`config.mk`:
```
export PLATFORM = sky130hd
export DESIGN_NAME = zbus_tracer
export DESIGN_NICKNAME = d
export VERILOG_FILES = /design/src/rtl/zbus_tracer.sv
export SDC_FILE = /design/constraint.sdc
export NUM_CORES = 2
export LEC_CHECK = 0
export CORE_ASPECT_RATIO = 0.9
export CORE_UTILIZATION = 60
export CTS_BUF_LIST = sky130_fd_sc_hd__clkbuf_4 sky130_fd_sc_hd__clkbuf_8 sky130_fd_sc_hd__clkbuf_16
export CTS_CLUSTER_DIAMETER = 150
export DETAILED_ROUTE_END_ITERATION = 7
export PLACE_DENSITY = 0.77
export SLEW_MARGIN = 40
export SYNTH_ARGS = -nofsm -noshare
export SYNTH_HDL_FRONTEND = slang
export SYNTH_SLANG_ARGS = --single-unit
```
`constraint.sdc`:
```
create_clock -name fclk -period 6.2 [get_ports fclk]
set_input_delay 1.24 -clock fclk [delete_from_list [all_inputs] [get_ports fclk]]
set_output_delay 1.24 -clock fclk [all_outputs]
set_load 0.01 [all_outputs]
```
`src/rtl/zbus_tracer.sv`:
```
// zbus_tracer: classifies completed Z80 bus cycles seen through synchronisers, timestamps
// them and buffers them as a triggered ring or a streaming FIFO drained over valid/ready.
//
// state | meaning
// IDLE  | capture off, nothing readable
// ARMED | capturing; ring waits for a trigger match, stream mode runs here
// POST  | ring only: trigger stored, counting down the post-trigger entries
// DONE  | capture frozen, buffer drains oldest first
module zbus_tracer #(
  parameter int AW         = 16,
  parameter int DW         = 8,
  parameter int DEPTH_LOG2 = 6,
  parameter int TSW        = 16
) (
  input  logic                         fclk,
  input  logic                         rst_n,
  input  logic [AW-1:0]                z_a,
  input  logic [DW-1:0]                z_di,
  input  logic [DW-1:0]                z_do,
  input  logic                         z_mreq_n,
  input  logic                         z_iorq_n,
  input  logic                         z_rd_n,
  input  logic                         z_wr_n,
  input  logic                         z_m1_n,
  input  logic                         z_rfsh_n,
  input  logic                         mode,
  input  logic [5:0]                   type_mask,
  input  logic [AW-1:0]                trig_addr,
  input  logic [5:0]                   trig_types,
  input  logic [DEPTH_LOG2-1:0]        post_len,
  input  logic                         arm,
  input  logic                         stop,
  output logic                         rd_valid,
  input  logic                         rd_ready,
  output logic [3+AW+DW+TSW-1:0]       rd_data,
  output logic [1:0]                   state,
  output logic                         triggered,
  output logic [DEPTH_LOG2:0]          count,
  output logic [7:0]                   ovf_cnt
);
  localparam int EW    = 3 + AW + DW + TSW;
  localparam int DEPTH = 1 << DEPTH_LOG2;
  localparam logic [DEPTH_LOG2-1:0] PTR_ONE = 1;
  localparam logic [DEPTH_LOG2:0]   CNT_ONE = 1;
  localparam logic [TSW-1:0]        TS_ONE  = 1;

  typedef enum logic [1:0] {
    S_IDLE  = 2'd0,
    S_ARMED = 2'd1,
    S_POST  = 2'd2,
    S_DONE  = 2'd3
  } state_t;

  state_t st, st_nxt;

  logic [5:0]    strb_s1, strb_s2;
  logic [AW-1:0] a_d1, a_d2;
  logic [DW-1:0] di_d1, di_d2, do_d1, do_d2;

  // Strobe synchronisers and the matching two-stage bus delay, order {mreq, iorq, rd, wr, m1, rfsh}
  always_ff @(posedge fclk or negedge rst_n) begin
    if (!rst_n) begin
      strb_s1 <= '1;
      strb_s2 <= '1;
      a_d1    <= '0;
      a_d2    <= '0;
      di_d1   <= '0;
      di_d2   <= '0;
      do_d1   <= '0;
      do_d2   <= '0;
    end else begin
      strb_s1 <= {z_mreq_n, z_iorq_n, z_rd_n, z_wr_n, z_m1_n, z_rfsh_n};
      strb_s2 <= strb_s1;
      a_d1    <= z_a;
      a_d2    <= a_d1;
      di_d1   <= z_di;
      di_d2   <= di_d1;
      do_d1   <= z_do;
      do_d2   <= do_d1;
    end
  end

  logic       mreq, iorq, rd, wr, m1, rfsh;
  logic       act;
  logic [2:0] cyc_type;

  assign {mreq, iorq, rd, wr, m1, rfsh} = ~strb_s2;

  always_comb begin
    act      = 1'b1;
    cyc_type = 3'd0;
    if (iorq && m1)                  cyc_type = 3'd5;
    else if (iorq && wr)             cyc_type = 3'd4;
    else if (iorq && rd)             cyc_type = 3'd3;
    else if (mreq && !rfsh && wr)    cyc_type = 3'd2;
    else if (mreq && !rfsh && rd)    cyc_type = m1 ? 3'd0 : 3'd1;
    else                             act = 1'b0;
  end

  logic          act_q;
  logic [2:0]    hold_type;
  logic [AW-1:0] hold_a;
  logic [DW-1:0] hold_d;
  logic          ev_det;

  always_ff @(posedge fclk or negedge rst_n) begin
    if (!rst_n) begin
      act_q     <= 1'b0;
      hold_type <= '0;
      hold_a    <= '0;
      hold_d    <= '0;
    end else begin
      act_q <= act;
      if (act) begin
        hold_type <= cyc_type;
        hold_a    <= a_d2;
        hold_d    <= (cyc_type == 3'd2 || cyc_type == 3'd4) ? do_d2 : di_d2;
      end
    end
  end

  assign ev_det = act_q & ~act;

  logic                  ev_q;
  logic [2:0]            ev_type;
  logic [AW-1:0]         ev_a;
  logic [DW-1:0]         ev_d;
  logic [TSW-1:0]        ev_ts, ts;
  logic                  mode_q;
  logic [DEPTH_LOG2-1:0] wr_ptr, rd_ptr, remaining;

  // An event caught on the arm edge belongs to the previous run and is dropped
  always_ff @(posedge fclk or negedge rst_n) begin
    if (!rst_n) begin
      ev_q    <= 1'b0;
      ev_type <= '0;
      ev_a    <= '0;
      ev_d    <= '0;
      ev_ts   <= '0;
      ts      <= '0;
    end else begin
      ev_q <= ev_det & ~arm;
      ts   <= arm ? '0 : ts + TS_ONE;
      if (ev_det) begin
        ev_type <= hold_type;
        ev_a    <= hold_a;
        ev_d    <= hold_d;
        ev_ts   <= ts;
      end
    end
  end

  logic [7:0] mask_ext, trig_ext;
  logic       full, capture_en, ev_ok, pop, store, drop, overwrite, trig_fire;

  assign mask_ext = {2'b00, type_mask};
  assign trig_ext = {2'b00, trig_types};
  assign full     = count[DEPTH_LOG2];

  always_comb begin
    ev_ok     = ev_q & mask_ext[ev_type] & capture_en & ~stop & ~arm;
    pop       = rd_valid & rd_ready & ~arm;
    store     = mode_q ? (ev_ok & (~full | pop)) : ev_ok;
    drop      = mode_q & ev_ok & full & ~pop;
    overwrite = store & full & ~pop;
    trig_fire = store & ~mode_q & (st == S_ARMED) & (ev_a == trig_addr) & trig_ext[ev_type];
  end

  always_ff @(posedge fclk or negedge rst_n) begin
    if (!rst_n) st <= S_IDLE;
    else        st <= st_nxt;
  end

  always_comb begin
    st_nxt = st;
    if (arm) begin
      st_nxt = S_ARMED;
    end else begin
      case (st)
        S_ARMED: begin
          if (stop)           st_nxt = S_DONE;
          else if (trig_fire) st_nxt = (post_len == '0) ? S_DONE : S_POST;
        end
        S_POST: begin
          if (stop || (store && remaining == PTR_ONE)) st_nxt = S_DONE;
        end
        default: st_nxt = st;
      endcase
    end
  end

  logic [EW-1:0] mem [DEPTH];

  always_comb begin
    capture_en = (st == S_ARMED) || (st == S_POST);
    rd_valid   = (count != '0) && ((st == S_DONE) || (mode_q && st == S_ARMED));
    rd_data    = rd_valid ? mem[rd_ptr] : '0;
    state      = st;
  end

  always_ff @(posedge fclk) begin
    if (store) mem[wr_ptr] <= {ev_type, ev_a, ev_d, ev_ts};
  end

  // A full ring keeps the newest DEPTH entries: the write slot becomes the new oldest
  always_ff @(posedge fclk or negedge rst_n) begin
    if (!rst_n) begin
      wr_ptr    <= '0;
      rd_ptr    <= '0;
      count     <= '0;
      ovf_cnt   <= '0;
      triggered <= 1'b0;
      remaining <= '0;
      mode_q    <= 1'b0;
    end else if (arm) begin
      wr_ptr    <= '0;
      rd_ptr    <= '0;
      count     <= '0;
      ovf_cnt   <= '0;
      triggered <= 1'b0;
      remaining <= '0;
      mode_q    <= mode;
    end else begin
      if (store)             wr_ptr <= wr_ptr + PTR_ONE;
      if (pop || overwrite)  rd_ptr <= rd_ptr + PTR_ONE;
      if (store && !pop && !full)  count <= count + CNT_ONE;
      else if (pop && !store)      count <= count - CNT_ONE;
      if (drop && ovf_cnt != 8'hFF) ovf_cnt <= ovf_cnt + 8'd1;
      if (trig_fire) begin
        triggered <= 1'b1;
        remaining <= post_len;
      end else if (st == S_POST && store) begin
        remaining <= remaining - PTR_ONE;
      end
    end
  end

endmodule

```
==> results.md <==
* Syn Inst Count at 4946
* Crit Path Category: register to output port
* Mapped Nets at 5040
* CTS Root Cell: clkbuf_16
* XOR/XNOR Fraction of Synth Area at 0.389%
* Portion of netlist area occupied by mux cells at 16.4%
* Synth warn at 0
* Top-Level Pins at 140
* DR vias at 57952
* Clock Tree Buf Depth at 4
* Pleak at 39.7 nW
* Drt initial violations at 9768
* Relative slew margins at 37.4%
* Max Fanout on Critical Path at 19
* Final period utilization at 99.7%
* Max Slew Vio Count at 0
* Unique masters post-synth at 63
* Req. time, crit path at 4960 ps
* Area Overhead vs Synth at 14.1%
* EDFF count, synth at 2752
* Clk pin slew, worst setup/hold paths at 60 ps
* Fill count at 10459
* Nets at 5469
* Count of non-filler cells in the finished layout at 8093
* Placed Cells at 7583
* Sequential fraction of the synthesis area at 77.9%
* # setup viols final at 0
* DIE AREA at 0.189 mm2
* Terminus of the critical flop-to-flop path: mem[40][17]
* CTS H-tree lvls at 5
* Post-synth top flop: edfxtp_1
* # DRC at 0
* Initial Util at 60.5%
* Post-Synthesis Mean Instance Area at 22.7 um2
* TritonCTS clock tree: yes
* Pre-Repair DR Iteration Count at 8
* Initial antenna violation count at 7
* Hold Crit Class: primary input to asynchronous set/reset pin
* Clock skew at 52.7 ps
* Flops & latches, synth at 2953
* Pwr per Cell Area at 360 mW/mm2
* VDD IR max at 0.310 mV
* RD Place Congestion at 0.863
* Grt ovf at 0
* Reg2reg start: ev_type[1]
* Post-layout min period at 6180 ps
* FF/Latch Area at 0.0878 mm2
* Setup Total Neg Slack at 0 ps
* Crit. End Element: output port
* Worst-Skew Late Latency at 930 ps
* Area of the multi-input gates at 0.0240 mm2
* CTS Buf Count at 294
* First-pass GRT wire length at 439000 um
* Chip Height at 413 um
* Synth Area in Simple Gates at 1.64%
* Worst setup SP type: register
* Vias in the first global route at 58840
* Final hold violations at 0
* Status: complete, no violations
* Commonest non-fill, non-tap cells in the layout: edfxtp_1 (2752), mux4_2 (757), clkbuf_16 (301), buf_4 (192), dfrtp_1 (160)
* Most common cell after layout, fill and taps aside: edfxtp_1
* DRT antenna net count at 0
* Fin Hold WS at 329 ps
* Worst Setup SP: state[1]
* Largest net degree at the start of global routing at 101
* DP Wirelength at 167000 um
* Adder-cell area share of the yosys netlist at 0.185%
* Fmax at 162 MHz
* Syn Std Cell Area at 0.113 mm2
* Row Count at 150
* Num Clock Sinks at 2953
* Routed len/inst at 39.0 um
* Vias per std cell at 7.16
* Measured slew at the worst slew-check pin at 940 ps
* Detailed Route WL at 316000 um
* Tot GR Track Use at 33.7%
* Flop2flop setup slack at 2060 ps
* Core area at 0.186 mm2
* Worst EP arrival at 4940 ps
* Crit path to: rd_data[14]
* Share of cells above drive strength 1 at 29.5%
* R2R depth at 7
* Die Width at 458 um
* Port Buf Inserts at 139
* Unrepaired setup endpoints after global routing: false
* Fraction of registers with async set/reset at 6.81%
* Number of max-cap violations at 0
* Post-synthesis compound-gate area fraction at 2.18%
* Largest family of logic cells by synthesized area: multiplexers
## cell usage after synthesis, types with 9 or more instances
master,instances,area [um2]
a211o_1,13,114
a211oi_1,64,480
a21oi_1,36,180
a221oi_1,13,114
a22oi_1,67,503
buf_1,38,143
buf_2,79,395
buf_4,33,248
buf_6,15,169
clkbuf_1,100,375
dfrtp_1,189,4730
dfstp_2,12,315
edfxtp_1,2752,82600
ha_1,15,188
inv_1,15,56.3
mux2_2,42,473
mux2i_1,95,951
mux4_2,757,17000
nand2_1,124,465
nand2b_1,24,150
nand3_1,42,210
nand3b_1,10,75.1
nand4_1,14,87.6
nor2_1,123,462
nor2b_1,9,56.3
nor3_1,9,45.0
o211ai_1,18,135
o21ai_0,33,165
o21ai_1,11,55.1
o22a_1,12,105
o22ai_1,66,413
xnor2_1,25,219
xor2_1,25,219
## layer usage
layer	up-vias	routed length, um	global-route usage (%)
met5	-	19	0
met1	30076	104000	44.4
met2	5101	149000	52.3
met4	4	17600	16.8
li1	21762	-	-
met3	1009	45500	9.36
## per-stage QoR
| stage | util [%] | cell area [um2] | setup WS (ps) | power, mW |
|---|---|---|---|---|
| after floorplan | - | 113000 | 1260 | 27.0 |
| after global placement | 63.9 | 119000 | 745 | 29.0 |
| after global routing | 69.0 | 128000 | 69.0 | 47.2 |
| after CTS | 68.9 | 128000 | 143 | 46.2 |
| after detailed placement | 64.0 | 119000 | 851 | 29.2 |
| final | 69.0 | 128000 | 18.3 | 46.2 |
## how the worst min path moves through the flow
stage | startpoint | to | slack, ps | depth (start not counted)
floorplan | a_d1[0] | a_d2[0] | 330 | 0
global placement | a_d1[6] | a_d2[6] | 330 | 0
detailed placement | di_d1[7] | di_d2[7] | 330 | 0
CTS | rst_n | rd_ptr[2] | 350 | 1
global route | do_d1[4] | do_d2[4] | 350 | 0
finish | rst_n | count[3] | 330 | 1
## cells by family after synthesis
family          after synthesis
flops                      2953
mux                         895
simple gates                394
compound gates              357
buf+inv                     281
xor+xnor                     50
fa+ha+maj                    16
## repair_timing
item / CTS / global route
hold endpoints to repair: 0 / 0
hold buffers: 0 / 0
endpoints found under the setup margin: 1 / 0
buffers inserted: 0 / 0
gates resized for setup: 2 / 0
## cell type report
cell class | count | share of cell area [%]
Sequential cell | 2953 | 68.4
Multi-Input combinational cell | 1712 | 18.7
Clock buffer | 381 | 6.39
Timing Repair Buffer | 398 | 3.27
Tap cell | 2508 | 2.45
Clock inverter | 119 | 0.779
Inverter | 16 | 0.0468
Antenna cell | 6 | 0.0117
## registers in the layout (all words and copies together) (netlist names), 16 cells and up
register  flops
hold_a       16
ts           16
mem        2752
ev_a         16
a_d2         16
ev_ts        16
a_d1         16
## report_power, final
group	total [mW]	internal [mW]	switching (mW)	leakage (nW)
Sequential	23.2	22.8	0.354	27.1
Combinational	5.73	2.39	3.35	7.95
Clock	17.3	10.0	7.30	4.62
Total	46.2	35.2	11.0	39.7
## worst max-delay path, cell delays in order, from the launching register on
cell,delay (ps)
dfrtp_1,420
inv_1,100
ha_1,350
a21oi_1,160
a21oi_2,440
nand2b_2,440
buf_4,440
a221oi_1,710
o21ai_1,150
nand2_1,200
clkdlybuf4s50_1,600
Power figures use the tool's default switching activity.
